### src/rtl/uart_rx_ll.sv
// Low-level 8N1 UART receiver with a one-byte valid/ready holding register.
// Optional even-parity support is compiled in when PARITY_EN is defined.
module uart_rx_ll #(
   parameter int unsigned CLK_FREQ_HZ = 100_000_000,
   parameter int unsigned BAUD_RATE   = 115_200
) (
   input  logic       clk_in,
   input  logic       rst_in,
   input  logic       rx_in,
   output logic [7:0] ll_byte_out,
   output logic       ll_valid_out,
   input  logic       ll_ready_in,
   output logic       busy_out,
   output logic       framing_err_out,
   output logic       overrun_err_out,
   output logic       parity_err_out
);

   localparam int unsigned BAUD_DIV = CLK_FREQ_HZ / BAUD_RATE;
   localparam int unsigned CW       = $clog2(BAUD_DIV);
   localparam logic [CW-1:0] C_FULL = CW'(BAUD_DIV - 1);
   localparam logic [CW-1:0] C_HALF = CW'(BAUD_DIV / 2 - 1);

   typedef enum logic [2:0] {
      S_IDLE,
      S_START,
      S_DATA,
`ifdef PARITY_EN
      S_PARITY,
`endif
      S_STOP,
      S_WAIT_HIGH
   } state_t;

   state_t          r_state, w_state_nxt;
   logic            r_rx_meta, r_rx_s, r_rx_hist;
   logic [1:0]      r_warm;
   logic [CW-1:0]   r_cnt, w_cnt_nxt;
   logic [7:0]      r_shift, w_shift_nxt;
   logic [2:0]      r_bit, w_bit_nxt;
   logic            w_byte_done, w_frame_err;
   logic [7:0]      r_byte;
   logic            r_valid, r_frame_err, r_overrun_err;

   // History only tracks rx_s once the synchronizer holds real line samples,
   // so a line held low across reset never looks like a falling edge.
   always_ff @(posedge clk_in or posedge rst_in) begin
      if (rst_in) begin
         r_rx_meta <= 1'b1;
         r_rx_s    <= 1'b1;
         r_rx_hist <= 1'b0;
         r_warm    <= '0;
      end else begin
         r_rx_meta <= rx_in;
         r_rx_s    <= r_rx_meta;
         r_rx_hist <= r_warm[1] & r_rx_s;
         r_warm    <= {r_warm[0], 1'b1};
      end
   end

   always_ff @(posedge clk_in or posedge rst_in) begin
      if (rst_in) begin
         r_state <= S_IDLE;
         r_cnt   <= '0;
         r_shift <= '0;
         r_bit   <= '0;
      end else begin
         r_state <= w_state_nxt;
         r_cnt   <= w_cnt_nxt;
         r_shift <= w_shift_nxt;
         r_bit   <= w_bit_nxt;
      end
   end

`ifdef PARITY_EN
   logic r_par_bad, w_par_bad_nxt, w_par_err, r_parity_err;

   always_ff @(posedge clk_in or posedge rst_in) begin
      if (rst_in) begin
         r_par_bad    <= 1'b0;
         r_parity_err <= 1'b0;
      end else begin
         r_par_bad    <= w_par_bad_nxt;
         r_parity_err <= w_par_err;
      end
   end

   assign parity_err_out = r_parity_err;
`else
   assign parity_err_out = 1'b0;
`endif

   always_comb begin
      w_state_nxt = r_state;
      w_cnt_nxt   = r_cnt;
      w_shift_nxt = r_shift;
      w_bit_nxt   = r_bit;
      w_byte_done = 1'b0;
      w_frame_err = 1'b0;
`ifdef PARITY_EN
      w_par_bad_nxt = r_par_bad;
      w_par_err     = 1'b0;
`endif
      case (r_state)
         S_IDLE: begin
            if (r_rx_hist && !r_rx_s) begin
               w_cnt_nxt   = C_HALF;
               w_state_nxt = S_START;
            end
         end
         S_START: begin
            if (r_cnt != '0) begin
               w_cnt_nxt = r_cnt - CW'(1);
            end else if (!r_rx_s) begin
               w_cnt_nxt   = C_FULL;
               w_bit_nxt   = '0;
               w_state_nxt = S_DATA;
            end else begin
               w_state_nxt = S_IDLE;
            end
         end
         S_DATA: begin
            if (r_cnt != '0) begin
               w_cnt_nxt = r_cnt - CW'(1);
            end else begin
               w_shift_nxt = {r_rx_s, r_shift[7:1]};
               w_cnt_nxt   = C_FULL;
               w_bit_nxt   = r_bit + 3'd1;
               if (r_bit == 3'd7) begin
`ifdef PARITY_EN
                  w_state_nxt = S_PARITY;
`else
                  w_state_nxt = S_STOP;
`endif
               end
            end
         end
`ifdef PARITY_EN
         S_PARITY: begin
            if (r_cnt != '0) begin
               w_cnt_nxt = r_cnt - CW'(1);
            end else begin
               w_par_bad_nxt = ^{r_shift, r_rx_s};
               w_cnt_nxt     = C_FULL;
               w_state_nxt   = S_STOP;
            end
         end
`endif
         S_STOP: begin
            if (r_cnt != '0) begin
               w_cnt_nxt = r_cnt - CW'(1);
            end else begin
               w_frame_err = !r_rx_s;
`ifdef PARITY_EN
               w_par_err   = r_par_bad;
               w_byte_done = r_rx_s && !r_par_bad;
`else
               w_byte_done = r_rx_s;
`endif
               w_state_nxt = r_rx_s ? S_IDLE : S_WAIT_HIGH;
            end
         end
         S_WAIT_HIGH: begin
            if (r_rx_s) w_state_nxt = S_IDLE;
         end
         default: w_state_nxt = S_IDLE;
      endcase
   end

   // Simultaneous accept and completion hands over without an overrun.
   always_ff @(posedge clk_in or posedge rst_in) begin
      if (rst_in) begin
         r_byte        <= '0;
         r_valid       <= 1'b0;
         r_frame_err   <= 1'b0;
         r_overrun_err <= 1'b0;
      end else begin
         r_frame_err   <= w_frame_err;
         r_overrun_err <= 1'b0;
         if (w_byte_done) begin
            if (!r_valid || ll_ready_in) begin
               r_byte  <= r_shift;
               r_valid <= 1'b1;
            end else begin
               r_overrun_err <= 1'b1;
            end
         end else if (r_valid && ll_ready_in) begin
            r_valid <= 1'b0;
         end
      end
   end

   assign ll_byte_out     = r_byte;
   assign ll_valid_out    = r_valid;
   assign busy_out        = (r_state != S_IDLE);
   assign framing_err_out = r_frame_err;
   assign overrun_err_out = r_overrun_err;

endmodule

### config.mk
export PLATFORM = sky130hd
export DESIGN_NAME = uart_rx_ll
export DESIGN_NICKNAME = d
export VERILOG_FILES = /design/src/rtl/uart_rx_ll.sv
export SDC_FILE = /design/constraint.sdc
export NUM_CORES = 1
export LEC_CHECK = 0
export CAP_MARGIN = 5
export CORE_UTILIZATION = 35
export CTS_CLUSTER_SIZE = 24
export DETAILED_ROUTE_END_ITERATION = 6
export GPL_TIMING_DRIVEN = 0
export PLACE_DENSITY = 0.6
export SETUP_SLACK_MARGIN = 0.02
export SLEW_MARGIN = 20
export SYNTH_ARGS = -nofsm -noshare
export SYNTH_HDL_FRONTEND = slang
export SYNTH_SLANG_ARGS = --single-unit
### constraint.sdc
create_clock -name clk_in -period 2.4 [get_ports clk_in]
set_clock_uncertainty 0.1 [all_clocks]
set_input_delay 0.36 -clock clk_in [delete_from_list [all_inputs] [get_ports clk_in]]
set_output_delay 0.36 -clock clk_in [all_outputs]
set_load 0.02 [all_outputs]
==> results.sh <==
export IMPL_status="complete, no violations"
export IMPL_wirelength_um=4080
export IMPL_timing_rr_start="r_cnt[0]"
export IMPL_global_route_usage_total_pct=14.8
export IMPL_antenna_diode_count=0
export IMPL_crit_reg2reg_capture="r_cnt[9]"
export IMPL_initial_core_util_pct=37.5
export IMPL_seq_area_frac_synth_pct=51.1
export IMPL_setup_tns_final_ns=0
export IMPL_tritoncts_num_buffers=5
export IMPL_vdd_ir_drop_max_mv=0.410
export IMPL_synth_cells_most_frequent="dfrtp_1 (38), mux2_2 (16), inv_1 (7), nor2_1 (7)"
export IMPL_worst_endpoint_required_ns=2.49
export IMPL_synth_async_reset_ratio_pct=100
export IMPL_synth_top_cell_area_share_pct=48.5
export IMPL_setup_viol_count_final=0
export IMPL_dp_final_hpwl_um=2750
export IMPL_grt_start_max_net_pins=28
export IMPL_achievable_frequency_ghz=0.433
export IMPL_post_route_drc_count=0
export IMPL_setup_slack_ns=0.0880
export IMPL_syn_inst=172
export IMPL_combPwrFrac_pct=26.1
export IMPL_grt_first_pass_wirelength_um=6980
export IMPL_internal_power_w=0.00131
export IMPL_clock_tree_root_cell="clkbuf_8"
export IMPL_top_fanout_value_on_the_critical_path=6
export IMPL_antenna_violating_nets_post_route=0
export IMPL_synth_cell_area_um2=1960
export IMPL_yosys_warnings=0
export IMPL_fin_nets=210
export IMPL_synth_nets=180
export IMPL_post_synth_num_cell_types=53
export IMPL_clkLatencyLatePin_ns=0.30
export IMPL_grt_overflow_total=0
export IMPL_synth_area_leader_cell="dfrtp_1"
export IMPL_count_of_hold_fix_buffers_inserted_at_cts=0
export IMPL_cts_htree_levels=2
export IMPL_tritoncts="built"
export IMPL_area_growth_syn_to_layout_pct=22.9
export IMPL_pre_cts_ws_ns=0.0424
export IMPL_fp_dieW_um=76.9
export IMPL_post_synth_top_count_cell="dfrtp_1"
export IMPL_slew_viol_final=0
export IMPL_dieHeight_um=76.9
export IMPL_overall_die_area_um2=5910
export IMPL_route_vias_total=1478
export IMPL_vias_per_cell=5.41
export IMPL_period_share_pct=96.3
export IMPL_clkPwrFrac_pct=28.1
export IMPL_grt_pass1_vias=1487
export IMPL_total_switching_power_w=0.000666
export IMPL_sw_frac_of_total_pct=33.7
export IMPL_cts_clk_slew_worst_paths_ns=0.09
export IMPL_cp_arrival_ns=2.40
export IMPL_clock_path_buffers=2
export IMPL_maxCapViolCount=0
export IMPL_clock_sinks=40
export IMPL_synth_flop_cell="dfrtp_1"
export IMPL_final_hold_violation_count=0
export IMPL_worst_r2r_path_depth=7
export IMPL_syn_area_per_cell_um2=11.4
export IMPL_worstMarginPinSlew_ns=0.670
export IMPL_rrSetupSlack_ns=0.09
export IMPL_report_power_total_w=0.00198
export IMPL_numPortBuffers=15
export IMPL_dr_pass1_iters=4
export IMPL_leakagePower_nw=1.05
export IMPL_grt_antenna_before_repair=0
export IMPL_synth_top_cells_by_area="dfrtp_1 (48%), mux2_2 (9.2%), dfstp_2 (2.7%)"
export IMPL_routed_wire_length_per_instance_um=14.9
export IMPL_finalWeightedCongestion=0.849
export IMPL_nature_of_the_critical_path_endpoint="flop"
export IMPL_first_iter_violations=135
export IMPL_fp_row_count=26
export IMPL_synth_enable_flop_cells=0
export IMPL_relSlewSlack_pct=54.9
export IMPL_hold_class="in2async"
export IMPL_layout_drive_gt1_share_pct=28.1
export IMPL_final_period_minus_worst_setup_slack_ns=2.31
export IMPL_crit_path_start_kind="flop"
export IMPL_grt_setup_unrepaired="no"
export IMPL_cellPowerDensity_nw_per_um2=819
export IMPL_sequentialPowerShare_pct=45.8
export IMPL_placeableCoreArea_um2=5240
export IMPL_synth_seq_cells=40
export IMPL_setup_worst_path_class="reg2reg"
export IMPL_number_of_placed_i_o_pins=17
[worst max-delay path by stage]
stage	from	end	slack (ns)	depth (start not counted)
after detailed placement	r_cnt[0]	r_cnt[1]	0.04	7
after CTS	r_cnt[0]	r_cnt[1]	0.05	7
final	r_cnt[0]	r_cnt[9]	0.09	7
after floorplan	r_cnt[0]	r_cnt[1]	0.30	7
after global routing	r_cnt[0]	r_cnt[9]	0.01	7
after global placement	r_cnt[0]	r_cnt[1]	0.07	7
[area by class of cell]
class                   count  area [um^2]
fillers                   485         2830
multi-input cells         116          911
inverters                   7         26.3
clock inverters             3         42.5
flip-flops and latches     40         1000
well taps                  70         87.6
clock buffers               5         68.8
plain buffers               9         48.8
repair buffers             23          223
[cell usage in the layout, fill, tap and decap left out, drive strengths merged, types with 3 or more instances in the layout]
cell	synthesis	routed
a21oi	4	4
a22oi	4	4
buf	3	11
clkbuf	6	11
clkdlybuf4s50	0	15
dfrtp	38	38
ha	4	4
inv	7	7
mux2	16	16
nand2	6	6
nand3	5	5
nand4	5	5
nor2	7	7
nor2b	3	3
nor3	3	3
nor4	4	4
o21ai	6	6
or3	5	5
or4	5	5
[kinds of logic (layout without fill, tap and decap cells)]
family	after synthesis	after routing	synth area share, %
AO/OA/AOI/OAI	37	37	13.9
multiplexers	16	16	9.18
AND/OR/NAND/NOR	57	57	19.1
adder cells (fa/ha/maj)	4	4	2.55
buffers and inverters	16	47	3.70
flip-flops	40	40	51.1
other	2	2	0.383
[worst max-delay path, stage by stage, from the launching register on]
cell,delay (ns)
dfrtp_1,0.41
inv_1,0.13
ha_1,0.19
or3b_2,0.50
nor4_4,0.40
buf_4,0.20
a311oi_1,0.04
o22a_2,0.23
[metrics by stage]
| step | utilization [%] | hold WS [ns] | cell area [um^2] | instances |
|---|---|---|---|---|
| 4_1_cts | 44.6 | 0.243 | 2340 | 266 |
| 3_3_place_gp | 42.0 | 0.233 | 2200 | 257 |
| 6_report | 46.0 | 0.239 | 2410 | 273 |
| 2_1_floorplan | - | 0.231 | 1960 | 172 |
| 5_1_grt | 46.0 | 0.266 | 2410 | 273 |
| 3_5_place_dp | 42.4 | 0.246 | 2220 | 258 |
[state kept, by name, summed over array words and instances (netlist names)]
signal / count
r_rx_hist: 1
r_cnt: 10
overrun_err_out: 1
r_warm: 2
ll_valid_out: 1
r_rx_meta: 1
r_state: 3
r_bit: 3
r_shift: 8
framing_err_out: 1
r_rx_s: 1
ll_byte_out: 8
[metal layers]
layer | vias to the layer above | GRT usage [%] | share of wire [%]
li1 | 702 | - | -
met1 | 732 | 19.7 | 47
met2 | 37 | 22.9 | 48
met3 | 7 | 3.45 | 4.6
met4 | 0 | 6.15 | 1.2
met5 | - | 0 | 0
[power groups by stage]
stage	registers, W	logic, W	clock network (W)
2_1_floorplan	0.000858	0.000373	0
3_3_place_gp	0.000888	0.000456	0
3_5_place_dp	0.000888	0.000468	0
4_1_cts	0.000881	0.000478	0.000574
5_1_grt	0.000922	0.000566	0.000591
6_report	0.000905	0.000516	0.000555
[repair_timing]
| item | 4_1_cts | 5_1_grt |
|---|---|---|
| pin swaps | 1 | 1 |
| cloned | 0 | 0 |
| resized for setup | 1 | 7 |
| setup endpoints to repair | 2 | 12 |
| buffers inserted | 0 | 7 |
| endpoints found under the hold margin | 0 | 0 |
(Power assumes the default switching activity.)
